File: src/rtl/cla_pkg.sv
// Shared constants for the sequential carry-lookahead adder.
package cla_pkg;

    localparam int SLICE_W = 4;

    typedef enum logic [1:0] {
        S_IDLE = 2'd0,
        S_RUN  = 2'd1,
        S_DONE = 2'd2
    } state_t;

endpackage

File: src/rtl/cla4_slice.sv
// Purpose: 4-bit carry-lookahead adder slice.
// Latency: purely combinational.
// Backpressure: none; no state.
module cla4_slice (
    input  logic [3:0] a,
    input  logic [3:0] b,
    input  logic       cin,
    output logic [3:0] s,
    output logic       cout
);

    logic [3:0] g;
    logic [3:0] p;
    logic [4:0] c;

    always_comb begin
        g    = a & b;
        p    = a ^ b;
        c[0] = cin;
        c[1] = g[0] | (p[0] & cin);
        c[2] = g[1] | (p[1] & g[0]) | (p[1] & p[0] & cin);
        c[3] = g[2] | (p[2] & g[1]) | (p[2] & p[1] & g[0]) | (p[2] & p[1] & p[0] & cin);
        c[4] = g[3] | (p[3] & g[2]) | (p[3] & p[2] & g[1]) | (p[3] & p[2] & p[1] & g[0])
             | (p[3] & p[2] & p[1] & p[0] & cin);
        s    = p ^ c[3:0];
        cout = c[4];
    end

endmodule

File: src/rtl/cla_seq_adder_ctrl.sv
// Purpose: WIDTH-bit add/subtract by iterating one 4-bit CLA slice, LSB slice first.
// Latency: out_valid rises WIDTH/4+1 cycles after the accept cycle; issue interval WIDTH/4+2.
// Backpressure: result held in DONE until out_ready; in_ready only in IDLE.
module cla_seq_adder_ctrl
    import cla_pkg::*;
#(
    parameter int WIDTH = 16
) (
    input  logic             clk,
    input  logic             rst,
    input  logic             in_valid,
    output logic             in_ready,
    input  logic [WIDTH-1:0] a,
    input  logic [WIDTH-1:0] b,
    input  logic             c_in,
    input  logic             op_sub,
    output logic             out_valid,
    input  logic             out_ready,
    output logic [WIDTH-1:0] sum,
    output logic             c_out,
    output logic             ovf,
    output logic             zero,
    output logic             busy
);

    localparam int NSLICE = WIDTH / SLICE_W;
    localparam int IDX_W  = (NSLICE > 1) ? $clog2(NSLICE) : 1;
    localparam logic [IDX_W-1:0] IDX_LAST = IDX_W'(NSLICE - 1);

    generate
        if ((WIDTH < SLICE_W) || ((WIDTH % SLICE_W) != 0)) begin : g_bad_width
            $error("cla_seq_adder_ctrl: WIDTH must be a positive multiple of 4");
        end
    endgenerate

    state_t           state;
    state_t           state_nxt;
    logic [WIDTH-1:0] a_r;
    logic [WIDTH-1:0] b_r;
    logic [WIDTH-1:0] sum_r;
    logic             carry_r;
    logic [IDX_W-1:0] idx;

    logic [SLICE_W-1:0] sl_a;
    logic [SLICE_W-1:0] sl_b;
    logic [SLICE_W-1:0] sl_s;
    logic               sl_cout;

    always_ff @(posedge clk) begin
        if (rst) begin
            state <= S_IDLE;
        end else begin
            state <= state_nxt;
        end
    end

    always_comb begin
        state_nxt = state;
        case (state)
            S_IDLE:  if (in_valid)       state_nxt = S_RUN;
            S_RUN:   if (idx == IDX_LAST) state_nxt = S_DONE;
            S_DONE:  if (out_ready)      state_nxt = S_IDLE;
            default:                     state_nxt = S_IDLE;
        endcase
    end

    always_comb begin
        in_ready  = (state == S_IDLE);
        busy      = (state == S_RUN);
        out_valid = (state == S_DONE);
    end

    assign sl_a = a_r[SLICE_W*idx +: SLICE_W];
    assign sl_b = b_r[SLICE_W*idx +: SLICE_W];

    cla4_slice u_slice (
        .a    (sl_a),
        .b    (sl_b),
        .cin  (carry_r),
        .s    (sl_s),
        .cout (sl_cout)
    );

    // Subtraction is folded into the operand latch: A + ~B + 1.
    always_ff @(posedge clk) begin
        if (rst) begin
            a_r     <= '0;
            b_r     <= '0;
            sum_r   <= '0;
            carry_r <= 1'b0;
            idx     <= '0;
        end else begin
            case (state)
                S_IDLE: begin
                    if (in_valid) begin
                        a_r     <= a;
                        b_r     <= op_sub ? ~b : b;
                        carry_r <= op_sub ? 1'b1 : c_in;
                        sum_r   <= '0;
                        idx     <= '0;
                    end
                end
                S_RUN: begin
                    sum_r[SLICE_W*idx +: SLICE_W] <= sl_s;
                    carry_r                       <= sl_cout;
                    idx                           <= idx + IDX_W'(1);
                end
                default: ;
            endcase
        end
    end

    // Flags are qualified by DONE so they read zero straight out of reset.
    assign sum   = sum_r;
    assign c_out = carry_r;
    assign ovf   = out_valid && (a_r[WIDTH-1] == b_r[WIDTH-1]) && (sum_r[WIDTH-1] != a_r[WIDTH-1]);
    assign zero  = out_valid && (sum_r == '0);

endmodule

File: config.mk
export PLATFORM = sky130hd
export DESIGN_NAME = cla_seq_adder_ctrl
export DESIGN_NICKNAME = d
export VERILOG_FILES = /design/src/rtl/cla_pkg.sv /design/src/rtl/cla4_slice.sv /design/src/rtl/cla_seq_adder_ctrl.sv
export SDC_FILE = /design/constraint.sdc
export NUM_CORES = 1
export LEC_CHECK = 0
export ABC_AREA = 0
export CAP_MARGIN = 20
export CORE_AREA = 2 2 106 57
export CTS_BUF_LIST = sky130_fd_sc_hd__clkbuf_4 sky130_fd_sc_hd__clkbuf_8
export DETAILED_ROUTE_END_ITERATION = 10
export DIE_AREA = 0 0 108 59
export HOLD_SLACK_MARGIN = 0.05
export PLACE_DENSITY_LB_ADDON = 0.2
export SYNTH_ARGS = -nofsm -noshare
export SYNTH_HDL_FRONTEND = slang
export SYNTH_SLANG_ARGS = --single-unit
export TNS_END_PERCENT = 5
File: constraint.sdc
create_clock -name clk -period 3.1 [get_ports clk]
set_input_delay 0.465 -clock clk [delete_from_list [all_inputs] [get_ports clk]]
set_output_delay 0.465 -clock clk [all_outputs]
set_load 0.1 [all_outputs]
==> impl_metrics.py <==
metrics = {
    "clock_network": {
        "ctsHoldBuffers": 0,
        "tritoncts": "done",
        "clkTransAtPathRegs_ns": 0.09,
        "ctsResizeCount": 0,
        "cts_max_level": 2,
        "cts_sinks": 53,
        "clockRootBuffer": "clkbuf_8",
        "insertion_delay_ns": 0.31,
        "cts_setup_buffers": 0,
        "numCtsBuffers": 5,
        "clockBufferDepth": 2,
    },
    "synthesis": {
        "async_reset_ff_frac": 0,
        "ys_top_cells_by_area": "dfxtp_1 (40%), mux4_2 (6.8%), nand2_1 (5.8%)",
        "synth_area_leader_cell": "dfxtp_1",
        "synth_edf_count": 0,
        "synth.top_cell.area_share": 0.401,
        "synthCells": 283,
        "synth_warnings": 0,
        "synth.most_common_cell": "dfxtp_1",
        "netlist_area_um2": 2650,
        "syn_area_per_cell_um2": 9.36,
        "synthFlopType": "dfxtp_1",
        "ys_seq_area_frac": 0.401,
        "synth_commonest_cells": "dfxtp_1 (53), nand2_1 (41), nor2_1 (33)",
        "synthDistinctLibCells": 45,
        "ys_ff_latch": 53,
        "synth_nets": 331,
    },
    "job": {
        "max_cap_violations": 0,
    },
    "timing": {
        "setup_viol": 0,
        "setup_ws_ns": 0.493,
        "rsz0062_at_grt": "false",
        "slew_headroom": 0.542,
        "fin_worst_skew_ns": 0.00399,
        "period_share": 0.841,
        "fmax_mhz": 384,
        "post-route-min-period_ns": 2.61,
        "worst_pin_slew_ns": 0.686,
        "finalHoldViolations": 0,
        "maxSlewViolCount": 0,
    },
    "detailed_routing": {
        "drtPass1Iterations": 4,
        "drt_iter0_drc": 143,
        "via_per_inst": 5.48,
        "wl_mm": 6.16,
        "num_vias": 2242,
        "antenna_left": 0,
        "remaining_drc_errors": 0,
        "wl_per_cell_um": 15.1,
    },
    "placed_design": {
        "gp_congestion": 0.817,
        "portBuffers": 59,
        "dp.cells": 401,
        "place_hpwl_mm": 4.53,
        "pre_cts_slack_ns": 0.476,
    },
    "die": {
        "fp.dieArea_um2": 6370,
        "fp.dieH_um": 59,
        "fp-row-count": 19,
        "die_w_um": 108,
        "ios": 60,
        "initial_core_util": 0.495,
        "core_um2": 5350,
    },
    "global_routing": {
        "grt_pass1_vias": 2093,
        "gr-total-overflow": 0,
        "antenna_found_initial": 0,
        "grt_usage": 0.201,
        "grt_max_degree": 49,
        "grt_pass1_wl_mm": 9.98,
    },
    "setup_path": {
        "crit_required_ns": 3.27,
        "reg2reg_from": "idx[0]",
        "reg2reg_to": "sum[3]",
        "cp-end-kind": "flop",
        "slowest_stage": "mux4_2",
        "criticalPathCategory": "reg -> reg",
        "cp_top_family": "compound AO/OA/AOI/OAI gates",
        "cp_num_buf_inv": 0,
        "worstPathMaxFanout": 7,
        "reg2reg_depth": 6,
        "critPathArrivalTime_ns": 2.78,
        "startpoint_type": "flop",
        "crit_chain": "mux4_2, ha_1, a211o_1, a21oi_1, xor2_1, o31ai_1",
        "r2r_slack_ns": 0.49,
        "critPathMaxStageDelay_ns": 0.61,
    },
    "pwr": {
        "powerDensity_nw_per_um2": 475,
        "power_uw": 1580,
        "power.leakage_uw": 0.00128,
        "irDropWorstVdd_v": 0.000238,
    },
    "worst_hold_path": {
        "whs_endpoint": "a_r[2]",
        "hold_start": "a_r[2]",
        "whs_path_depth": 2,
        "min_path_type": "reg -> reg",
    },
    "finish": {
        "drive_above_1_share": 0.179,
        "final_cell_count_no_fill": 409,
        "nets": 383,
        "area_growth_pct": 25.5,
        "fill_cells": 455,
        "diodes": 0,
    },
    "outcome": {
        "status": "completed",
    },
}
==> cells in the final DEF (no fill, tap or decap), drive strengths merged, types with 3 or more instances in the layout <==
cell and instances:
inv 5, xnor2 16, clkdlybuf4s50 36, dfxtp 53
buf 27, clkbuf 7, a32oi 4, mux4 8
nand2b 6, nand3 3, nor2 34, a22oi 8
a21oi 22, o21ai 4, a21o 5, nand2 41
a211oi 16, nor4 4, ha 9, nand3b 5
==> layout make-up <==
class / instances / area, um2 / share of cell area
flip-flops and latches: 53 / 1060 / 0.319
well taps: 73 / 91.3 / 0.0275
inverters: 5 / 18.8 / 0.00565
clock buffers: 7 / 90.1 / 0.0271
clock inverters: 1 / 30.0 / 0.00903
repair buffers: 63 / 561 / 0.169
multi-input cells: 207 / 1470 / 0.443
==> worst register-to-register path, stage by stage (launching register included) <==
cell     delay, ns
dfxtp_1       0.58
mux4_2        0.61
ha_1          0.33
a211o_1       0.29
a21oi_1       0.21
xor2_1        0.31
o31ai_1       0.13
==> through the flow <==
stage	hold WS [ns]	instance area [um2]	setup TNS, ns	utilization
global placement	0.446	3200	0	0.599
detailed placement	0.447	3200	0	0.599
CTS	0.460	3320	0	0.622
global route	0.479	3320	0	0.622
floorplan	0.433	2650	-0.239	-
finish	0.459	3320	0	0.622
==> how the worst max path moves through the flow <==
stage	start	endpoint	slack, ns	depth (start not counted)
CTS	idx[0]	sum[3]	0.45	6
detailed placement	idx[0]	sum[3]	0.48	6
global route	idx[0]	sum[3]	0.34	6
floorplan	sum[15]	ovf	-0.24	2
global placement	idx[0]	sum[3]	0.56	6
finish	idx[0]	sum[3]	0.49	6
==> cell families after synthesis <==
family,Yosys count,synth area share
AO/OA/AOI/OAI,66,0.185
XOR/XNOR,18,0.0595
AND/OR/NAND/NOR,105,0.191
adder cells (fa/ha/maj),10,0.0501
flip-flops,53,0.401
buffers and inverters,23,0.0453
multiplexers,8,0.0680
==> per-layer routing <==
layer | GRT usage | vias up | wire length [um]
met5 | 0 | - | 0
met1 | 0.267 | 1064 | 2750
li1 | - | 1102 | -
met2 | 0.337 | 65 | 2950
met4 | 0.0678 | 0 | 99
met3 | 0.0396 | 11 | 356
==> state kept, by name, indices dropped and copies added (netlist names) <==
| register | cells |
|---|---|
| b_r | 16 |
| state | 2 |
| sum | 16 |
| c_out | 1 |
| a_r | 16 |
| idx | 2 |
==> power breakdown <==
group | internal [uW] | total [uW] | leakage (uW) | switching [uW]
clock network | 272 | 498 | 0.0000619 | 226
registers | 717 | 748 | 0.000434 | 30.5
logic | 145 | 332 | 0.000784 | 188
Note: power is estimated with default switching activity, not from simulation.
